`config.mk`:
```
export PLATFORM = sky130hd
export DESIGN_NAME = asteroid_collide
export DESIGN_NICKNAME = d
export VERILOG_FILES = /design/src/rtl/asteroid_pkg.sv /design/src/rtl/popcount.sv /design/src/rtl/asteroid_collide.sv
export SDC_FILE = /design/constraint.sdc
export NUM_CORES = 1
export LEC_CHECK = 0
export BUFFER_PORTS_ARGS = -buffer_cell sky130_fd_sc_hd__buf_2
export CAP_MARGIN = 30
export CORE_ASPECT_RATIO = 0.75
export CORE_MARGIN = 10
export CORE_UTILIZATION = 39
export CTS_CLUSTER_SIZE = 10
export DETAILED_ROUTE_END_ITERATION = 6
export PLACE_DENSITY_LB_ADDON = 0.25
export RECOVER_POWER = 25
export SKIP_LAST_GASP = 1
export SLEW_MARGIN = 0
export SYNTH_ARGS = -nofsm -noshare
export SYNTH_HDL_FRONTEND = slang
export SYNTH_SLANG_ARGS = --single-unit
```
`constraint.sdc`:
```
create_clock -name clk -period 5.06 [get_ports clk]
set_input_delay 0.253 -clock clk [delete_from_list [all_inputs] [get_ports clk]]
set_output_delay 0.253 -clock clk [all_outputs]
set_load 0.005 [all_outputs]
```
`src/rtl/asteroid_pkg.sv`:
```
`default_nettype none
// ============================================================================
// Module      : asteroid_pkg
// Description : Shared definitions for the asteroid collision block: default
//               asteroid count, default score width and the game-state enum.
// Revision    : 1.0 - initial release
// ============================================================================
package asteroid_pkg;

  localparam int DEFAULT_ASTEROID_COUNT = 10;
  localparam int DEFAULT_SCORE_W        = 16;

  typedef enum logic [0:0] {
    PLAY = 1'b0,
    OVER = 1'b1
  } game_state_e;

endpackage
`default_nettype wire

```
`src/rtl/popcount.sv`:
```
`default_nettype none
// ============================================================================
// Module      : popcount
// Description : Combinational population count of a WIDTH-bit vector.
// Ports       : bits  - input vector
//               count - number of 1 bits, $clog2(WIDTH+1) wide
// Revision    : 1.0 - initial release
// ============================================================================
module popcount #(
  parameter int WIDTH = 10
) (
  input  logic [WIDTH-1:0]             bits,
  output logic [$clog2(WIDTH+1)-1:0]   count
);

  localparam int CNT_W = $clog2(WIDTH + 1);

  always_comb begin
    count = '0;
    for (int i = 0; i < WIDTH; i++) begin
      count = count + CNT_W'(bits[i]);
    end
  end

endmodule
`default_nettype wire

```
`src/rtl/asteroid_collide.sv`:
```
`default_nettype none
// ============================================================================
// Module      : asteroid_collide
// Description : Pixel-level bullet/asteroid and ship/asteroid collision
//               detection. Bullet hits are collected per frame and committed
//               one clock after the frame pulse as one-clk shot pulses, a
//               single bullet_hit pulse and a saturating score update.
// Config      : define SHIP_COLLIDE_EN to enable the PLAY/OVER game FSM;
//               without it game_over is tied to 0 and ship_drawing ignored.
// Ports       : clk            - pixel clock
//               rst            - asynchronous active-high reset
//               frame          - one-clk pulse at start of vertical blank
//               ast_drawing    - per-asteroid drawing flag for current pixel
//               ast_enabled    - per-asteroid enabled flag
//               bullet_drawing - bullet covers current pixel
//               ship_drawing   - ship covers current pixel
//               shot           - one-clk per-asteroid hit pulse
//               bullet_hit     - one-clk pulse, bullet consumed
//               game_over      - sticky ship-collision flag
//               score          - destroyed-asteroid count (saturating)
// Revision    : 1.0 - initial release
// ============================================================================
module asteroid_collide
  import asteroid_pkg::*;
#(
  parameter int ASTEROID_COUNT = DEFAULT_ASTEROID_COUNT,
  parameter int SCORE_W        = DEFAULT_SCORE_W
) (
  input  logic                      clk,
  input  logic                      rst,
  input  logic                      frame,
  input  logic [ASTEROID_COUNT-1:0] ast_drawing,
  input  logic [ASTEROID_COUNT-1:0] ast_enabled,
  input  logic                      bullet_drawing,
  input  logic                      ship_drawing,
  output logic [ASTEROID_COUNT-1:0] shot,
  output logic                      bullet_hit,
  output logic                      game_over,
  output logic [SCORE_W-1:0]        score
);

  localparam int CNT_W = $clog2(ASTEROID_COUNT + 1);
  // One spare bit above the wider operand so the add can never wrap.
  localparam int SUM_W = ((SCORE_W > CNT_W) ? SCORE_W : CNT_W) + 1;

  // Sample stage: all detection works on these registered copies.
  logic                      s_bullet;
  logic [ASTEROID_COUNT-1:0] s_draw;
  logic [ASTEROID_COUNT-1:0] s_en;

  logic [ASTEROID_COUNT-1:0] pending;
  logic [ASTEROID_COUNT-1:0] hit_vec;
  logic [ASTEROID_COUNT-1:0] commit_vec;
  logic [CNT_W-1:0]          commit_cnt;
  logic [SUM_W-1:0]          score_sum;
  logic [SCORE_W-1:0]        score_nxt;
  logic                      in_play;

  assign hit_vec    = {ASTEROID_COUNT{s_bullet}} & s_draw & s_en;
  // An asteroid disabled between the hit and the commit is not credited.
  assign commit_vec = pending & ast_enabled;

  popcount #(
    .WIDTH (ASTEROID_COUNT)
  ) u_popcount (
    .bits  (commit_vec),
    .count (commit_cnt)
  );

  assign score_sum = SUM_W'(score) + SUM_W'(commit_cnt);
  assign score_nxt = (score_sum > SUM_W'({SCORE_W{1'b1}})) ? {SCORE_W{1'b1}}
                                                           : score_sum[SCORE_W-1:0];

`ifdef SHIP_COLLIDE_EN
  game_state_e state;
  game_state_e state_nxt;
  logic        s_ship;

  always_ff @(posedge clk or posedge rst) begin
    if (rst) begin
      state  <= PLAY;
      s_ship <= 1'b0;
    end else begin
      state  <= state_nxt;
      s_ship <= ship_drawing;
    end
  end

  always_comb begin
    state_nxt = state;
    case (state)
      PLAY:    if (s_ship && |(s_draw & s_en)) state_nxt = OVER;
      OVER:    state_nxt = OVER;
      default: state_nxt = PLAY;
    endcase
  end

  assign in_play   = (state == PLAY);
  assign game_over = (state == OVER);
`else
  logic unused_ship;
  assign unused_ship = ship_drawing;
  assign in_play     = 1'b1;
  assign game_over   = 1'b0;
`endif

  always_ff @(posedge clk or posedge rst) begin
    if (rst) begin
      s_bullet   <= 1'b0;
      s_draw     <= '0;
      s_en       <= '0;
      pending    <= '0;
      shot       <= '0;
      bullet_hit <= 1'b0;
      score      <= '0;
    end else begin
      s_bullet <= bullet_drawing;
      s_draw   <= ast_drawing;
      s_en     <= ast_enabled;
      if (frame) begin
        shot       <= in_play ? commit_vec : '0;
        bullet_hit <= in_play & (|commit_vec);
        if (in_play) score <= score_nxt;
        // Clear-then-set: a hit sampled now belongs to the new frame.
        pending    <= in_play ? hit_vec : '0;
      end else begin
        shot       <= '0;
        bullet_hit <= 1'b0;
        if (in_play) pending <= pending | hit_vec;
      end
    end
  end

endmodule
`default_nettype wire

```
=== Word level (Yosys, flattened, before mapping) ===
Cells that the tools add are included.

* Add/sub/neg operators: 10
* Multipliers: 0
* Divide/modulo/power cells: 0
* $lt $le $gt $ge: 1
* Eq/ne operators: 0
* Shift-type cells: 0
* Muxes and demuxes: 4
* Bitwise gates (word level): 4
* Reductions and logical operators: 1

{| class="wikitable"
|+ Operator list
! operator !! count
|-
| adder 4 x 1 -> 4 bit || 8
|-
| bitwise AND 10 bit || 3
|-
| two-way mux 10 bit || 2
|-
| adder 16 x 4 -> 17 bit || 1
|-
| greater-than comparator 17 x 16 -> 1 bit, second input constant || 1
|-
| two-way mux 16 bit || 1
|-
| bitwise OR 10 bit || 1
|-
| OR reduction 10 bit || 1
|-
| adder 1 x 1 -> 2 bit || 1
|-
| two-way mux 1 bit || 1
|}

* Register bits after elaboration: 58
* Latch bits: 0
* Memory bits (writable): 0
* ROM bits: 0
* Bits of input ports: 25
* Output and inout bits: 28
* Logic and storage cells: 27
* Memories kept: 0

=== Longest topological paths before layout ===
* Depth in word-level cells: 13
* Gate-level depth with buffers: 17
* Gate-level depth less buffers: 16

=== By module ===
Synthesis repeated with hierarchy kept, for this count alone.

* Cells, all modules: 209
* Area total of the unflattened synthesis: 2526.2 um^2

{| class="wikitable"
|+ Modules (own cells, without submodules)
! module !! times used !! cells an instance !! area each (um^2)
|-
| asteroid_collide || 1 || 181 || 2299.7
|-
| popcount || 1 || 28 || 226.5
|}

=== Worst setup path after synthesis ===
Ideal clock, no wire load.

* Path type: register to register
* Start: register pending[1]
* End: register score[15]
* Library setup time: 79 ps
* Arrival: 4332 ps
* Required time: 4981 ps
* Path slack: 649 ps
* Cell stages (with the launch flop): 15
* Buffers on the path: 0
* Clock period less this slack: 4411 ps
* Cell sequence: dfrtp_1 > and2_1 > ha_1 > inv_1 > fa_1 > fa_1 > fa_1 > fa_1 > fa_1 > xor2_1 > ha_1 > and4_2 > a211o_2 > nand4_1 > mux2i_1

* Word-level cells in the longest chain between the ends: 13

{| class="wikitable"
|+ Ends and longest elaborated chain
! item !! line !! RTL
|-
| start, declared || asteroid_collide.sv:51 || <nowiki>logic [ASTEROID_COUNT-1:0] pending;</nowiki>
|-
| start signal, assigned || asteroid_collide.sv:125 || <nowiki>pending <= in_play ? hit_vec : '0;</nowiki>
|-
| start signal, assigned || asteroid_collide.sv:129 || <nowiki>if (in_play) pending <= pending | hit_vec;</nowiki>
|-
| bitwise AND 10 bit (*) || asteroid_collide.sv:61 || <nowiki>assign commit_vec = pending & ast_enabled;</nowiki>
|-
| adder 1 x 1 -> 2 bit (*) || popcount.sv:21 || <nowiki>count = count + CNT_W'(bits[i]);</nowiki>
|-
| adder 4 x 1 -> 4 bit (*) (8 in a row) || popcount.sv:21 ||
|-
| adder 16 x 4 -> 17 bit (*) || asteroid_collide.sv:70 || <nowiki>assign score_sum = SUM_W'(score) + SUM_W'(commit_cnt);</nowiki>
|-
| greater-than comparator 17 x 16 -> 1 bit || asteroid_collide.sv:71 || <nowiki>assign score_nxt = (score_sum > SUM_W'({SCORE_W{1'b1}})) ? {SCORE_W{1'b1}}</nowiki>
|-
| two-way mux 16 bit (*) || asteroid_collide.sv:71 ||
|-
| end signal, assigned || asteroid_collide.sv:123 || <nowiki>if (in_play) score <= score_nxt;</nowiki>
|-
| end, declared || asteroid_collide.sv:39 || <nowiki>output logic [SCORE_W-1:0] score</nowiki>
|}

Every way passes the cells marked *; elsewhere a longest branch is shown, timed or not.
A chain may end at the register's enable or synchronous reset.

=== Worst setup path in the final report ===
* Start: register pending[1]
* End: register score[11]

Same word-level chain as after synthesis.

==> impl_metrics.json <==
{
  "rsz0062_at_grt": "false",
  "ios": 53,
  "cp_data_arrival_time_ps": 4820,
  "cts_max_level": 3,
  "vias_per_cell": 4.83,
  "critPathCaptureType": "register",
  "yosys_register_bits": 58,
  "crit_fanout": 8,
  "seq_area_um2": 1450,
  "violations": "max-capacitance violations, max-slew violations",
  "yosys.area.top_type_share_pct": 57.6,
  "multi_input_area_um2": 950,
  "vias": 1685,
  "post_cts_buffers": 0,
  "fp.dieArea_um2": 10100,
  "finClkSkew_ps": 6.97,
  "firstDrtPassIters": 4,
  "post-route-period-util_pct": 91.3,
  "syn_avg_cell_area_um2": 12.2,
  "powerDensity_nw_per_um2": 396,
  "yosysMostFrequentCell": "dfrtp_1",
  "synth_compound_area_share_pct": 12.2,
  "routed_wl_mm": 5.18,
  "fin_nets": 306,
  "cp_data_required_time_ps": 5270,
  "cap_violations": 1,
  "place_hpwl_mm": 3.80,
  "syn2layout_area_growth_pct": 20.2,
  "finalPower_w": 0.00120,
  "grt_first_pass_wirelength_mm": 8.70,
  "synthDistinctLibCells": 39,
  "synth_area_leaders": "dfrtp_1 (58%), fa_1 (5.6%), ha_1 (5.0%)",
  "yosys_warnings": 0,
  "grt_max_degree": 59,
  "synthAdderAreaFrac_pct": 10.5,
  "antenna_found_initial": 0,
  "synth-edff-count": 0,
  "hold_ws_ps": 32.0,
  "layout_setup_ws_ps": 442,
  "p_leak_nw": 1.55,
  "synth_top_family_by_area": "compound AO/OA/AOI/OAI gates",
  "min_path_type": "in -> reg",
  "rows": 25,
  "setup_viol": 0,
  "die_h_um": 89.6,
  "root_buffer": "clkbuf_8",
  "synth_xor_area_share_pct": 1.74,
  "synth_fp_nets": 248,
  "synth_common_cells": "dfrtp_1 (58), nand2_1 (20), inv_1 (18), nor2_1 (15)",
  "cts.path.max_buffers": 2,
  "synth_cells": 206,
  "dp.cells": 334,
  "grt_pass1_vias": 1830,
  "portBuffers": 50,
  "synthArstFlopShare_pct": 100,
  "finalWeightedCongestion": 0.718,
  "first_iter_violations": 50,
  "diodes": 0,
  "criticalPathCategory": "reg -> reg",
  "ys_seq_area_share_pct": 57.6,
  "synthMuxAreaShare_pct": 1.19,
  "ant_nets": 0,
  "yosys.area_share.simple_pct": 11.9,
  "fill_cells": 577,
  "gr-usage-all-layers_pct": 10.8,
  "place_ws_ps": 438,
  "syn_area_um2": 2520,
  "fmax_mhz": 217,
  "drive_above_1_share_pct": 26.9,
  "cts_buffers": 9,
  "start_util_pct": 40.1,
  "routedWlPerCell_um": 14.8,
  "core_um2": 6290,
  "stdcell_count": 349,
  "finalHoldViolations": 0,
  "clock_sinks": 58,
  "cts_resized": 0,
  "ir_worst_vdd_v": 0.000214,
  "yosys.area.top_type": "dfrtp_1",
  "overflow": 0,
  "cts_tree": "done",
  "synth_top_flop_cell": "dfrtp_1",
  "max_slew.worst_pin.slew_ps": 3020,
  "start_kind": "register",
  "slew_headroom_pct": -101,
  "die_w_um": 113,
  "clkLatencyLatePin_ps": 320,
  "status": "finished, violations left",
  "drv_slew": 59,
  "setup_tns_ps": 0,
  "drc": 0,
  "period_needed_ps": 4620,
  "clk_pin_slew_ps": 60,
  "ctsHoldBuffers": 0
}
## layer usage
metal	global-route usage [%]	routed length [um]
met5	0	0
met4	4.14	68
met3	3.78	247
met2	16.2	2390
met1	14.1	2470
## report_power, final
part | switching, W | internal [W] | leakage, nW
sequential | 0.0000380 | 0.000508 | 0.724
clock | 0.000173 | 0.000236 | 0.0941
combinational | 0.000136 | 0.000110 | 0.729
total | 0.000347 | 0.000854 | 1.55
## worst max-delay path, cell delays in order (launching register included)
cell,delay [ps]
dfrtp_1,380
and2_1,170
ha_1,290
inv_1,70
fa_1,420
fa_1,530
fa_1,430
fa_1,410
fa_1,390
xor2_1,160
ha_1,330
and4_2,270
a211oi_4,380
o21ai_0,150
o311ai_0,120
## logic make-up after synthesis
family	after synthesis
compound gates	37
other cells	1
fa+ha+maj	17
xor+xnor	5
simple gates	60
mux	3
flops	58
buf+inv	25
## worst paths after layout
check,from,end,slack [ps],cells past startpoint
worst max-delay path,pending[1],score[11],440,14
worst max register to register,pending[1],score[11],440,14
min in group asynchronous,rst,s_draw[9],1070,3
max in group asynchronous,rst,s_en[7],2290,3
worst min-delay path,ast_drawing[9],s_draw[9],30,1
worst min register to register,pending[6],pending[6],490,1
## cell usage in the layout (no fill, tap or decap), types with 2 or more instances in the layout
master      netlist  layout
o21ai_0           8       8
xor2_1            3       3
xnor2_1           2       2
nand4_1           3       3
nand2_1          20      20
dfrtp_1          58      58
inv_1            18      17
clkbuf_8          0      10
mux2i_1           3       3
clkbuf_1          3       8
nand3_1           5       5
nor2_1           15      15
clkinv_2          0       2
or3_1             3       3
and3_1            6       6
buf_4             1       3
o211ai_2          2       2
ha_1             10      10
a32o_1           10      10
fa_1              7       7
clkinvlp_4        0       2
a41oi_1           2       2
a21oi_1           5       5
and4_2            2       2
buf_2             0      43
## cell type report
type / count / share of cell area (%)
repair buffers: 54 / 8.84
clock inverters: 5 / 1.82
clock buffers: 10 / 4.54
multi-input cells: 123 / 31.3
inverters: 18 / 2.23
well taps: 81 / 3.34
flip-flops and latches: 58 / 47.9
## sequential cells by signal (all words and copies together), names as in the netlist
register    count
bullet_hit      1
pending        10
s_bullet        1
s_draw         10
s_en           10
score          16
shot           10
## metrics by stage
step | utilization [%] | cell area, um2
3_5_place_dp | 45.3 | 2850
2_1_floorplan | - | 2520
5_1_grt | 48.2 | 3030
3_3_place_gp | 45.3 | 2850
4_1_cts | 48.4 | 3040
6_report | 48.2 | 3030
Power figures use the tool's default switching activity.
